File: config.mk
export PLATFORM = sky130hd
export DESIGN_NAME = vec_issue_ctrl
export DESIGN_NICKNAME = d
export VERILOG_FILES = /design/src/rtl/vec_issue_ctrl.sv
export SDC_FILE = /design/constraint.sdc
export NUM_CORES = 1
export LEC_CHECK = 0
export CORE_ASPECT_RATIO = 1.4
export CORE_UTILIZATION = 30
export CTS_BUF_LIST = sky130_fd_sc_hd__clkbuf_8
export CTS_CLUSTER_DIAMETER = 80
export DETAILED_ROUTE_END_ITERATION = 8
export GPL_TIMING_DRIVEN = 0
export PLACE_DENSITY = 0.69
export SLEW_MARGIN = 15
export SYNTH_ARGS = -nofsm -noshare
export SYNTH_HDL_FRONTEND = slang
export SYNTH_SLANG_ARGS = --single-unit
File: constraint.sdc
create_clock -name clk -period 1.68 [get_ports clk]
set_input_delay 0.168 -clock clk [delete_from_list [all_inputs] [get_ports clk]]
set_output_delay 0.168 -clock clk [all_outputs]
set_load 0.1 [all_outputs]
File: src/rtl/vec_issue_ctrl.sv
// Vector issue controller: accepts vector instructions from the scalar core, commits
// configuration instructions, and cracks register-group ops into per-register micro-ops.
module vec_issue_ctrl #(
    parameter int XLEN  = 32,
    parameter int IDX_W = 3
) (
    input  logic             clk,
    input  logic             rst_n,
    input  logic             inst_valid,
    output logic             inst_ready,
    input  logic             is_vec,
    input  logic [XLEN-1:0]  vec_inst,
    input  logic [2:0]       csr_vlmul,
    input  logic             csr_vl_zero,
    input  logic             flush,
    output logic             vl_sel,
    output logic             vtype_sel,
    output logic             lumop_sel,
    output logic             csr_wr_en,
    output logic             uop_valid,
    input  logic             uop_ready,
    output logic [4:0]       uop_vd,
    output logic [4:0]       uop_vs1,
    output logic [4:0]       uop_vs2,
    output logic [IDX_W-1:0] uop_idx,
    output logic             uop_last,
    input  logic             exec_done,
    output logic             done,
    output logic             illegal,
    output logic             busy
);
    typedef enum logic [1:0] {IDLE, CONFIG, ISSUE, WAIT_DONE} state_t;

    state_t           state, nxt;
    logic [IDX_W-1:0] idx, gm1_q;
    logic [6:0]       op_q;
    logic [4:0]       vd_q, vs1_q, vs2_q;
    logic [1:0]       mop_q, hi_q;
    logic             done_q, illegal_q;

    // Decode of the offered word, used only to steer the accept decision.
    logic [6:0]       in_op;
    logic [2:0]       in_f3;
    logic [4:0]       in_vd, in_vs1, in_vs2, gmask;
    logic [IDX_W-1:0] in_gm1;
    logic             in_cfg, in_bad, accept, fire;
    logic             unused_bits;

    assign unused_bits = ^vec_inst;
    assign in_op  = vec_inst[6:0];
    assign in_vd  = vec_inst[11:7];
    assign in_f3  = vec_inst[14:12];
    assign in_vs1 = vec_inst[19:15];
    assign in_vs2 = vec_inst[24:20];
    assign in_cfg = (in_op == 7'h57) && (in_f3 == 3'b111);

    // Fractional and unit LMUL both occupy a single register.
    always_comb begin
        case (csr_vlmul)
            3'd1:    in_gm1 = IDX_W'(1);
            3'd2:    in_gm1 = IDX_W'(3);
            3'd3:    in_gm1 = IDX_W'(7);
            default: in_gm1 = '0;
        endcase
    end

    assign gmask  = 5'(in_gm1);
    assign in_bad = (csr_vlmul == 3'd4) ||
                    ((in_op == 7'h57) &&
                     (((in_vd & gmask) != 5'd0) || ((in_vs2 & gmask) != 5'd0) ||
                      (((in_f3 == 3'b000) || (in_f3 == 3'b010)) && ((in_vs1 & gmask) != 5'd0))));

    assign inst_ready = (state == IDLE);
    assign accept     = inst_valid && inst_ready && is_vec && !flush;
    assign fire       = uop_valid && uop_ready;

    always_ff @(posedge clk or negedge rst_n) begin
        if (!rst_n) state <= IDLE;
        else        state <= nxt;
    end

    always_comb begin
        nxt = state;
        case (state)
            IDLE:      if (accept) nxt = in_cfg ? CONFIG : ((in_bad || csr_vl_zero) ? IDLE : ISSUE);
            CONFIG:    nxt = IDLE;
            ISSUE:     if (fire && uop_last) nxt = WAIT_DONE;
            WAIT_DONE: if (exec_done) nxt = IDLE;
            default:   nxt = IDLE;
        endcase
        if (flush) nxt = IDLE;
    end

    always_comb begin
        busy      = (state != IDLE);
        csr_wr_en = (state == CONFIG) && !flush;
        vl_sel    = (state == CONFIG) && (hi_q == 2'b11);
        vtype_sel = (state == CONFIG) && (!hi_q[1] || (hi_q == 2'b11));
        uop_valid = (state == ISSUE);
        uop_vd    = '0;
        uop_vs1   = '0;
        uop_vs2   = '0;
        uop_idx   = '0;
        uop_last  = 1'b0;
        lumop_sel = 1'b0;
        if (state == ISSUE) begin
            uop_vd    = vd_q  + 5'(idx);
            uop_vs1   = vs1_q + 5'(idx);
            uop_vs2   = vs2_q + 5'(idx);
            uop_idx   = idx;
            uop_last  = (idx == gm1_q);
            lumop_sel = ((op_q == 7'h07) || (op_q == 7'h27)) && (mop_q == 2'b00);
        end
        done    = (done_q || (state == CONFIG)) && !flush;
        illegal = illegal_q && !flush;
    end

    // Instruction fields, group size, micro-op index and the delayed retire/reject pulses.
    always_ff @(posedge clk or negedge rst_n) begin
        if (!rst_n) begin
            idx       <= '0;
            gm1_q     <= '0;
            op_q      <= '0;
            vd_q      <= '0;
            vs1_q     <= '0;
            vs2_q     <= '0;
            mop_q     <= '0;
            hi_q      <= '0;
            done_q    <= 1'b0;
            illegal_q <= 1'b0;
        end else begin
            done_q    <= !flush && ((accept && !in_cfg && !in_bad && csr_vl_zero) ||
                                    ((state == WAIT_DONE) && exec_done));
            illegal_q <= accept && !in_cfg && in_bad;
            if (accept) begin
                op_q  <= in_op;
                vd_q  <= in_vd;
                vs1_q <= in_vs1;
                vs2_q <= in_vs2;
                mop_q <= vec_inst[27:26];
                hi_q  <= vec_inst[31:30];
                gm1_q <= in_gm1;
            end
            if (flush || state != ISSUE) idx <= '0;
            else if (fire)               idx <= idx + 1'b1;
        end
    end
endmodule
==> results of run 1 <==
==> kinds of logic after synthesis <==
| logic type | synth area share (%) |
|---|---|
| and+or+nand+nor | 31.27 |
| AOI/OAI and AO/OA | 7.542 |
| buffers and inverters | 3.162 |
| adders and majority gates | 9.003 |
| DFF | 42.58 |
| muxes | 0.4866 |
| xor gates and xnor gates | 5.961 |
==> placed cells by master (no fill, tap or decap), types with 4 or more instances in the layout <==
cell type        synthesis  layout
a21oi_2                  0       7
and2_4                   0       9
and3_1                   4       4
buf_12                   0      14
buf_4                    1      18
buf_6                    1      12
clkbuf_8                 0       7
clkdlybuf4s50_1          0      38
dfrtp_1                 35      31
ha_1                    10       4
ha_4                     0       6
inv_1                    4       4
nand2_1                 82      82
nor2_2                   0       6
nor2_4                   0       7
nor2b_1                  7       5
nor3_1                   7       6
o21ai_0                  5       5
xnor2_1                  7       5
xor2_1                   7       4
==> layout make-up <==
cell class,count,area (um2),area share (%)
Buffer,9,67.56,1.893
Sequential cell,35,883.3,24.75
Clock buffer,7,96.34,2.700
Timing Repair inverter,1,7.507,0.2104
Clock inverter,1,3.754,0.1052
Inverter,4,18.77,0.5259
Tap cell,92,115.1,3.226
Multi-Input combinational cell,191,1411,39.55
Timing Repair Buffer,84,964.7,27.03
==> power breakdown <==
group	switching [mW]	total [mW]	internal, mW	leakage (nW)
registers	0.110	1.08	0.968	0.441
logic	0.423	0.759	0.336	1.12
clock network	0.280	0.648	0.368	0.0557
total	0.813	2.48	1.67	1.62
==> worst paths after layout <==
path / start / end / cells past startpoint
setup / recovery: idx[0]$_DFFE_PN0P_ / uop_vd[4] / 7
hold / removal: rst_n / op_q[2]$_DFFE_PN0P_ / 2
setup reg to reg: state[0]$_DFFE_PN0P_ / gm1_q[2]$_DFFE_PN0P_ / 7
hold reg to reg: op_q[0]$_DFFE_PN0P_ / op_q[0]$_DFFE_PN0P_ / 2
max in group asynchronous: rst_n / mop_q[0]$_DFFE_PN0P_ / 3
min in group clk: vec_inst[31] / hi_q[1]$_DFFE_PN0P_ / 3
==> metal layers <==
| layer | wire (um) | part of all wire (%) |
|---|---|---|
| met4 | 97 | 1.7 |
| met2 | 2991 | 53 |
| met5 | 0 | 0 |
| met3 | 223 | 4.0 |
| met1 | 2287 | 41 |
==> worst max-delay path, cell delays in order (launching register included) <==
cell and delay (ns):
dfrtp_2 0.49, ha_4 0.19, fa_2 0.36, a21oi_2 0.12, nor2b_1 0.06, xnor2_1 0.23, nor2_4 0.06, buf_12 0.17
==> per-stage QoR <==
stage	utilization (%)	area (um2)	worst slack, ns	power (mW)
2_1_floorplan	-	2231	-0.4960	1.509
4_1_cts	51.47	3403	-0.5033	2.470
5_1_grt	53.96	3568	-0.5321	2.619
3_5_place_dp	45.96	3039	-1.271	1.748
6_report	53.96	3568	-0.4670	2.484
3_3_place_gp	45.62	3017	-1.269	1.723
==> flip-flops by register name, indices dropped and copies added, names as in the netlist, 2 cells and up <==
| register | count |
|---|---|
| op_q | 6 |
| vd_q | 5 |
| vs1_q | 5 |
| vs2_q | 5 |
| gm1_q | 3 |
| idx | 3 |
| hi_q | 2 |
| mop_q | 2 |
| state | 2 |
==> timing repair <==
| item | CTS | global route |
|---|---|---|
| hold buffers | 1 | 0 |
| cloned | 0 | 1 |
| gates resized for setup | 223 | 29 |
| pin swaps | 10 | 18 |
| endpoints found under the hold margin | 15 | 0 |
| setup buffers | 7 | 8 |
| setup endpoints to repair | 29 | 48 |
==> summary.md, run 1 <==
| Metric | Value |
|---|---|
| Clk buf depth | 2 |
| Final Instance Count excl. Fillers | 424 |
| Clock transition at the registers of the reported paths | 0.07 ns |
| Ys flop type | dfrtp_1 |
| Ant diodes | 0 |
| Port buffer count | between 60 and 70 |
| Clk_lat worst skew | between 0.2 and 0.3 ns |
| Leakage Power | approximately 1.6 nW |
| Net Count, Synth | about 300 |
| Pre-Repair DR Iteration Count | 4 |
| Reg2Reg Setup Slack | ~0.050 ns |
| Vias in the first global route | roughly 2000 |
| GRT overflow | 0 |
| Max-slew headroom | ~64% |
| Setup WS post-layout | -0.4670 ns |
| Sequential area share after synthesis | between 40% and 50% |
| Cell taking the most area after synthesis | dfrtp_1 |
| DR iter-0 viols | 54 |
| Antenna Nets Post-Route | 0 |
| Rows | 35 |
| Synth area leaders | dfrtp_1 43%, nand2_1 15%, ha_1 6.1%, and2_1 3.0%, xnor2_1 3.0% |
| Synthesis-to-finish area growth | 73.48% |
| Ys Warns | 0 |
| Core area | 6613 um2 |
| Final Skew | about 0.0042 ns |
| Overall Global Routing Usage | 16.83% |
| GP Congestion | 0.7576 |
| Worst-path fanout max | 5 |
| First-pass GRT wire length | 9.335 mm |
| DIE HEIGHT | between 90 and 100 um |
| Placed cell count | roughly 400 |
| Top cell type's share of synthesized area | a little over two fifths |
| Cell Area, Synth | 2057 um2 |
| DRT Wirelength | approximately 5.6 mm |
| Final setup viols | 14 |
| Antenna violations before repair | 0 |
| Final worst path period share | 127.8% |
| Root buffer cell | clkbuf_8 |
| Max Fclk | roughly 0.47 GHz |
| Nets | roughly 390 |
| CTS tree | built |
| DRC | 0 |
| Yosys cell types | 37 |
| Detailed-route vias per instance | around 4.6 |
| Die Wd | ~72 um |
| Failing checks | negative setup slack |
| WL per Instance | around 13 um |
| Top post-synthesis cells by count | 82 x nand2_1, 35 x dfrtp_1, 15 x nor2_1, 10 x and2_1, 10 x ha_1 |
| Final hold viol count | 0 |
| Cell with the most instances after synthesis | nand2_1 |
| Maximum vdd drop | 0.3888 mV |
| Avg Cell Area, Syn | between 8 and 9 um2 |
| Die Footprint | 7196 um2 |
| Met3 GRT Util | ~3.3% |
| TritonCTS buffer count | 5 |
| EDFF count, synth | 0 |
| Final Slew Violations | 0 |
| Worst Hold Class | in -> async |
| Hold Slack | 0.3474 ns |
| RSZ-0062 raised after global routing | yes |
| Worst Path Required | approximately 1.5 ns |
| Post-synth ARST share | between 90% and 100% |
| Crit path DAT | between 1.5 and 2 ns |
| Crit path kind | reg -> out |
| Startpoint Class | flip-flop |
| Slew @ Worst Pin | 0.5416 ns |
| Busiest grt layer | met2 |
| DP HPWL | 4.012 mm |
| Setup tns final | -4.633 ns |
| Cells after Synth | 239 |
| Io pins | between 70 and 80 |
| Pin count of the biggest net entering global routing | 21 |
| Via count | between 1500 and 2000 |
| H-tree depth | 2 |
| Worst setup EP type | output port |
| Power per cell area | 696.2 nW/um2 |
| Met1 Use GR | between 20% and 30% |
| Status | complete, but fails checks |
| Met2 usage | approximately 30% |
| Register bit total from synthesis | 35 |
| Layout cells sized above 1 | about 36% |
| Filler cells | roughly 590 |
| Initial Utilization | 31.11% |
| Max-cap violation count | 0 |
| Final period demand of the worst path | 2.147 ns |
| Num Clock Sinks | 35 |
Note: power is estimated with default switching activity, not from simulation.
==> run 2: changes to the inputs <==
HOLD_SLACK_MARGIN = 0.06   (was not set)
PLACE_DENSITY = 0.67   (was 0.69)
clock period = 2 ns   (was 1.68 ns; I/O delays follow)
==> run 2 against run 1 <==
The flow still finishes with violations (negative setup slack). Total power down 14%. Critical endpoint is now uop_vs1[4]. Clock power down 1%. Clock-buffer cell count down 2. Largest cell class unchanged. Final area down 4.4%. Non-clock buffer count down 7. Combinational power down 21%. Via count down 4.4%. Worst hold slack worse by 0.11 ns. Clock skew up 0.0063 ns. Register-to-register slack better by 0.27 ns.
==> summary.md, run 2 (synthesis results as in run 1) <==
| Metric | Value |
|---|---|
| Clk_lat worst skew | 0.29 ns (about the same) |
| Worst path cell trace | ha_2 > fa_2 > a21oi_2 > nor2b_2 > xnor2_2 > nor2_4 > buf_12 |
| DIE HEIGHT | 99.98 um (unchanged) |
| Pre-CTS WS | -0.9969 ns (+0.2746 ns) |
| Final period demand of the worst path | 2.222 ns |
| TritonCTS buffer count | 5 (unchanged) |
| Core area | 6613 um2 (unchanged) |
| Detailed-route vias per instance | 4.524 (-2.5%) |
| Largest reg by FF count | op_q |
| Root buffer cell | clkbuf_8 |
| Die Wd | 71.98 um (unchanged) |
| Io pins | 71 (unchanged) |
| Final worst path period share | 111.1% |
| Worst Path Required | 1.80 ns (+0.29 ns) |
| DR iter-0 viols | 91 (+69%) |
| DRT Wirelength | 5.249 mm (-6.3%) |
| GRT overflow | 0 (unchanged) |
| Via count | 1882 (-4.4%) |
| WL per Instance | 12.62 um (-4.5%) |
| First-pass GRT wire length | 8.942 mm (-4.2%) |
| DP HPWL | 3.878 mm (-3.3%) |
| Slowest-stage cell, CP | dfrtp_2 |
| Num Clock Sinks | 35 (unchanged) |
| Max-slew headroom | 37.26% (-27 points) |
| Initial Utilization | 31.11% (unchanged) |
| Ant diodes | 0 (unchanged) |
| Max Fclk | 0.4500 GHz |
| Vias in the first global route | 1876 (-5.9%) |
| Max-cap violation count | 0 (unchanged) |
| Max reg flops | 6 (unchanged) |
| Pin count of the biggest net entering global routing | 35 (+67%) |
| RSZ-0062 raised after global routing | yes |
| Pre-Repair DR Iteration Count | 4 (unchanged) |
| Startpoint Class | flip-flop |
| Final setup viols | 10 (-4) |
| CP max stage delay | 0.48 ns (about the same) |
| Setup WS post-layout | -0.2225 ns (+0.2445 ns) |
| Antenna Nets Post-Route | 0 (unchanged) |
| Status | complete, but fails checks |
| Clk buf depth | 2 (unchanged) |
| GP Congestion | 0.7826 (+3.3%) |
| Worst-path fanout max | 5 (unchanged) |
| Final Util | 51.58% (-2.4 points) |
| Overall Global Routing Usage | 16.07% (-0.76 points) |
| Final Skew | 0.01055 ns (+0.006301 ns) |
| H-tree depth | 2 (unchanged) |
| Maximum vdd drop | 0.4246 mV (+9.2%) |
| Leakage Power | 1.559 nW (-3.8%) |
| Final Slew Violations | 0 (unchanged) |
| Slew @ Worst Pin | 0.9448 ns (+0.4031 ns) |
| Port buffer count | 67 (unchanged) |
| Synthesis-to-finish area growth | 65.82% |
| DRC | 0 (unchanged) |
| Worst setup EP type | output port |
| Commonest non-fill, non-tap cell in the layout | nand2_1 |
| Post-route cell area | 3411 um2 (-4.4%) |
| Antenna violations before repair | 0 (unchanged) |
| Clock transition at the registers of the reported paths | 0.08 ns (about the same) |
| Dpl cell area | 2964 um2 (-2.5%) |
| Final hold viol count | 0 (unchanged) |
| Nets | 379 (-2.1%) |
| Layout cells sized above 1 | 31.48% (-4.4 points) |
| Rows | 35 (unchanged) |
| Crit path kind | reg -> out |
| CTS tree | built |
| Crit path DAT | 2.02 ns (+0.04 ns) |
| Die Footprint | 7196 um2 (unchanged) |
| Failing checks | negative setup slack |
| Power per cell area | 626.5 nW/um2 (-10%) |
| Commonest non-fill, non-tap cells in the layout | 82 x nand2_1, 38 x clkdlybuf4s50_1, 33 x dfrtp_1 |
| Worst Hold Class | in -> async |
## run 2: cell count changes in the layout (fill, tap and decap cells not counted), moves of 4 or more
cell	before	now
clkdlybuf4s15_2	1	5
and2_2	0	7
buf_4	18	10
and2_4	9	2
buf_6	12	8
## run 2: area by class of cell
| type | count | area, um2 |
|---|---|---|
| buffer | 9 | 53.80 |
| clock buffer | 5 | 68.82 |
| clock inverter | 3 | 43.79 |
| fill | 621 | 3202 |
| inverter | 4 | 15.01 |
| multi-input combinational | 191 | 1358 |
| sequential | 35 | 878.3 |
| tap | 92 | 115.1 |
| timing repair buffer | 77 | 878.3 |
## run 2: through the flow
| step | total power, mW | cells | hold slack [ns] | TNS [ns] |
|---|---|---|---|---|
| after detailed placement | 1.447 | 399 | 0.002977 | -16.72 |
| after floorplan | 1.251 | 239 | -0.09559 | -2.919 |
| after global routing | 2.252 | 416 | 0.2323 | -2.152 |
| final | 2.137 | 416 | 0.2372 | -1.388 |
| after global placement | 1.430 | 398 | 0.4544 | -18.71 |
| after CTS | 2.135 | 414 | 0.2350 | -1.309 |
## run 2: final timing paths
| path | start | to | slack (ns) | depth (start not counted) |
|---|---|---|---|---|
| setup / recovery | idx[0]$_DFFE_PN0P_ | uop_vs1[4] | -0.22 | 7 |
| hold / removal | rst_n | op_q[6]$_DFFE_PN0P_ | 0.24 | 2 |
| setup reg to reg | state[0]$_DFFE_PN0P_ | vs2_q[2]$_DFFE_PN0P_ | 0.32 | 5 |
| hold reg to reg | op_q[2]$_DFFE_PN0P_ | op_q[2]$_DFFE_PN0P_ | 0.47 | 2 |
| max in group asynchronous | rst_n | idx[0]$_DFFE_PN0P_ | 1.40 | 3 |
| min in group clk | vec_inst[24] | vs2_q[4]$_DFFE_PN0P_ | 0.44 | 3 |
## run 2: worst max-delay path, delay by kind of cell (launching register included)
kind | cells | cell delay [ns]
adder cells (fa/ha/maj) | 2 | 0.58
AND/OR/NAND/NOR | 2 | 0.19
AO/OA/AOI/OAI | 1 | 0.15
buffers and inverters | 1 | 0.18
XOR/XNOR | 1 | 0.15
flip-flops | 1 | 0.48
## run 2: timing repair
item                                    in CTS  in global routing
gates resized for setup                    200                 16
gates cloned                                 0                  0
hold buffers                                 1                  0
endpoints found under the setup margin      29                 23
pin swaps                                   12                 14
setup buffers                                6                  2
endpoints found under the hold margin       35                  0
## run 2: routing by layer
layer / share of wire, % / GRT usage (%)
met1: 44 / 19.91
met2: 50 / 28.52
met3: 4.9 / 3.313
met4: 0.97 / 3.620
met5: 0 / 0
## run 2: power breakdown
| part | total [mW] | switching [mW] | internal [mW] |
|---|---|---|---|
| Sequential | 0.902 | 0.0894 | 0.812 |
| Clock | 0.639 | 0.268 | 0.371 |
| Combinational | 0.597 | 0.339 | 0.258 |
==> run 3: changes to the inputs <==
CORE_UTILIZATION = 43   (was 30)
PLACE_DENSITY = 0.87   (was 0.67)
RECOVER_POWER = 50   (was not set)
==> run 3 against run 2 <==
The flow still finishes with violations (negative setup slack). Non-clock buffer count up 1. Clock skew down 0.0041 ns. Register-to-register slack worse by 0.17 ns. Final cell count down 7.0%. Clock power rose by 19%. Flip-flop and latch count did not move. Critical path depth decreased by 1.
==> summary.md, run 3 (synthesis results as in run 1) <==
| Metric | Value |
|---|---|
| Max-cap violation count | 0 (unchanged) |
| Internal power | 1.568 mW (+8.8%) |
| Clock transition at the registers of the reported paths | 0.08 ns (about the same) |
| WL per Instance | 16.93 um (+34%) |
| Reg2Reg Setup Slack | 0.15 ns (-0.17 ns) |
| Overall Global Routing Usage | 25.44% (+9.4 points) |
| Pre-Repair DR Iteration Count | 4 (unchanged) |
| Net Sw Frac | 31.92% (-0.64 points) |
| Largest reg by FF count | op_q |
| Via count | 2021 (+7.4%) |
| Worst setup EP type | output port |
| TritonCTS buffer count | 5 (unchanged) |
| Final Skew | 0.006441 ns (-0.004105 ns) |
| Reg2reg end | vs2_q[4]$_DFFE_PN0P_ |
| Failing checks | negative setup slack |
| Post-route cell area | 3403 um2 (-0.22%) |
| Worst-path fanout max | 5 (unchanged) |
| Hold Path Origin | vec_inst[27] |
| Io pins | 71 (unchanged) |
| Die Wd | 60.46 um (-16%) |
| Max Fclk | 0.4484 GHz (-0.35%) |
| H-tree depth | 2 (unchanged) |
| GRT overflow | 0 (unchanged) |
| Worst Path Required | 1.80 ns (about the same) |
| Worst r2r path cells | 6 (+1) |
| Layout cells sized above 1 | 32.31% (+0.83 points) |
| First-pass GRT wire length | 9.425 mm (+5.4%) |
| Final Instance Count excl. Fillers | 387 (-7.0%) |
| Nets | 380 (+0.26%) |
| Setup WS post-layout | -0.2303 ns (-0.007827 ns) |
| Clk_lat worst skew | 0.29 ns (about the same) |
| Vias in the first global route | 2036 (+8.5%) |
| Synthesis-to-finish area growth | 65.45% |
| Initial Utilization | 44.99% (+14 points) |
| Pin count of the biggest net entering global routing | 36 (+2.9%) |
| Crit path from | idx[0]$_DFFE_PN0P_ |
| Max reg flops | 6 (unchanged) |
| NetSw | 735.2 uW (+5.7%) |
| DP HPWL | 4.025 mm (+3.8%) |
| DRT Wirelength | 6.552 mm (+25%) |
| Final Slew Violations | 0 (unchanged) |
| Power per cell area | 676.9 nW/um2 (+8.0%) |
| Hold Path Stages | 3 |
| Final hold viol count | 0 (unchanged) |
| Antenna Nets Post-Route | 0 (unchanged) |
| Dpl cell area | 2907 um2 (-1.9%) |
| Core area | 4572 um2 (-31%) |
| GP Congestion | 0.8164 (+4.3%) |
| Worst Hold Class | in -> reg |
| Maximum vdd drop | 0.6133 mV (+44%) |
| Gate power share | 27.1% (-0.8 points) |
| Port buffer count | 67 (unchanged) |
| Antenna violations before repair | 0 (unchanged) |
| DRC | 0 (unchanged) |
| Startpoint Class | flip-flop |
| Final setup viols | 11 (+1) |
| Num Clock Sinks | 35 (unchanged) |
| Hold Path Sink | mop_q[1]$_DFFE_PN0P_ |
| Final worst path period share | 111.5% (+0.39 points) |
| Leakage Power | 1.565 nW (+0.42%) |
| Slew @ Worst Pin | 0.9488 ns (+0.004069 ns) |
| Sequential power share | 39.8% (-2.4 points) |
| Die Footprint | 5068 um2 (-30%) |
| Placed cell count | 368 (-7.8%) |
| RSZ-0062 raised after global routing | yes |
| CTS tree | built |
| Reg2Reg Launch Point | state[1]$_DFFE_PN0P_ |
| DR iter-0 viols | 79 (-13%) |
| Status | complete, but fails checks |
| Total power | 2.304 mW (+7.8%) |
| Pre-CTS WS | -0.9728 ns (+0.02403 ns) |
| Crit path kind | reg -> out |
| Commonest non-fill, non-tap cells in the layout | 82 x nand2_1, 38 x clkdlybuf4s50_1, 33 x dfrtp_1 |
| Final period demand of the worst path | 2.230 ns (+0.007827 ns) |
| Clk buf depth | 2 (unchanged) |
| Crit path DAT | 2.03 ns (about the same) |
| Root buffer cell | clkbuf_8 |
| Detailed-route vias per instance | 5.222 (+15%) |
| Max-slew headroom | 36.99% (-0.27 points) |
| DIE HEIGHT | 83.84 um (-16%) |
| Ant diodes | 0 (unchanged) |
| Clk pwr share | 33.1% (+3.2 points) |
| Rows | 29 (-17%) |
| Commonest non-fill, non-tap cell in the layout | nand2_1 |
## run 3: cell count changes in the layout (fill, tap and decap cells not counted), sizes merged
| cell | delta |
|---|---|
| buf | -1 |
| bufinv | +1 |
| clkbuf | +1 |
| clkinv | -2 |
| clkinvlp | +1 |
| dlygate4sd2 | +1 |
## run 3: repair_timing
action,4_1_cts,5_1_grt
buffers inserted,4,6
hold buffers,1,0
setup endpoints to repair,28,15
hold endpoints to repair,35,0
pin swaps,9,18
resized for setup,193,24
## run 3: worst max-delay path by stage
| stage | to | slack (ns) | cells past startpoint |
|---|---|---|---|
| floorplan | uop_idx[0] | -0.22 | 3 |
| global placement | uop_vs1[4] | -0.94 | 7 |
| detailed placement | uop_vs1[4] | -0.97 | 7 |
| CTS | uop_vs2[4] | -0.23 | 7 |
| global route | uop_vd[4] | -0.25 | 7 |
| finish | uop_vd[2] | -0.23 | 6 |
## run 3: worst max-delay path: stages (launching register included)
cell     delay, ns
dfrtp_2       0.48
ha_4          0.20
fa_2          0.39
buf_4         0.16
xnor2_1       0.26
nor2_2        0.08
buf_12        0.17
## run 3: area by class of cell
type	count	area (um2)
Buffer	9	50.05
Clock buffer	5	68.82
Clock inverter	3	67.56
Fill cell	321	1169
Inverter	4	15.01
Multi-Input combinational cell	191	1376
Sequential cell	35	878.3
Tap cell	62	77.57
Timing Repair Buffer	78	869.6
## run 3: stage by stage
step	setup TNS, ns	hold WS [ns]	util (%)
finish	-1.646	0.4324	74.44
detailed placement	-16.87	0.3190	63.57
floorplan	-2.919	-0.09559	-
CTS	-1.126	0.4266	71.13
global placement	-16.08	0.4522	63.68
global route	-2.095	0.4559	74.44
## run 3: layer usage
layer  wire length, um  vias up  track usage [%]
met1              2282      958            27.39
met3               363       22            4.341
met2              3686       93            46.65
met5                 0        -                0
met4               220        0            10.12
li1                  -      948                -
## run 3: power by group through the flow
stage          logic [mW]  clock network [mW]  registers [mW]
4_1_cts             0.581               0.767           0.902
3_3_place_gp        0.529                   0           0.896
5_1_grt             0.670               0.797           0.925
2_1_floorplan       0.366                   0           0.884
3_5_place_dp        0.547                   0           0.907
6_report            0.624               0.762           0.918
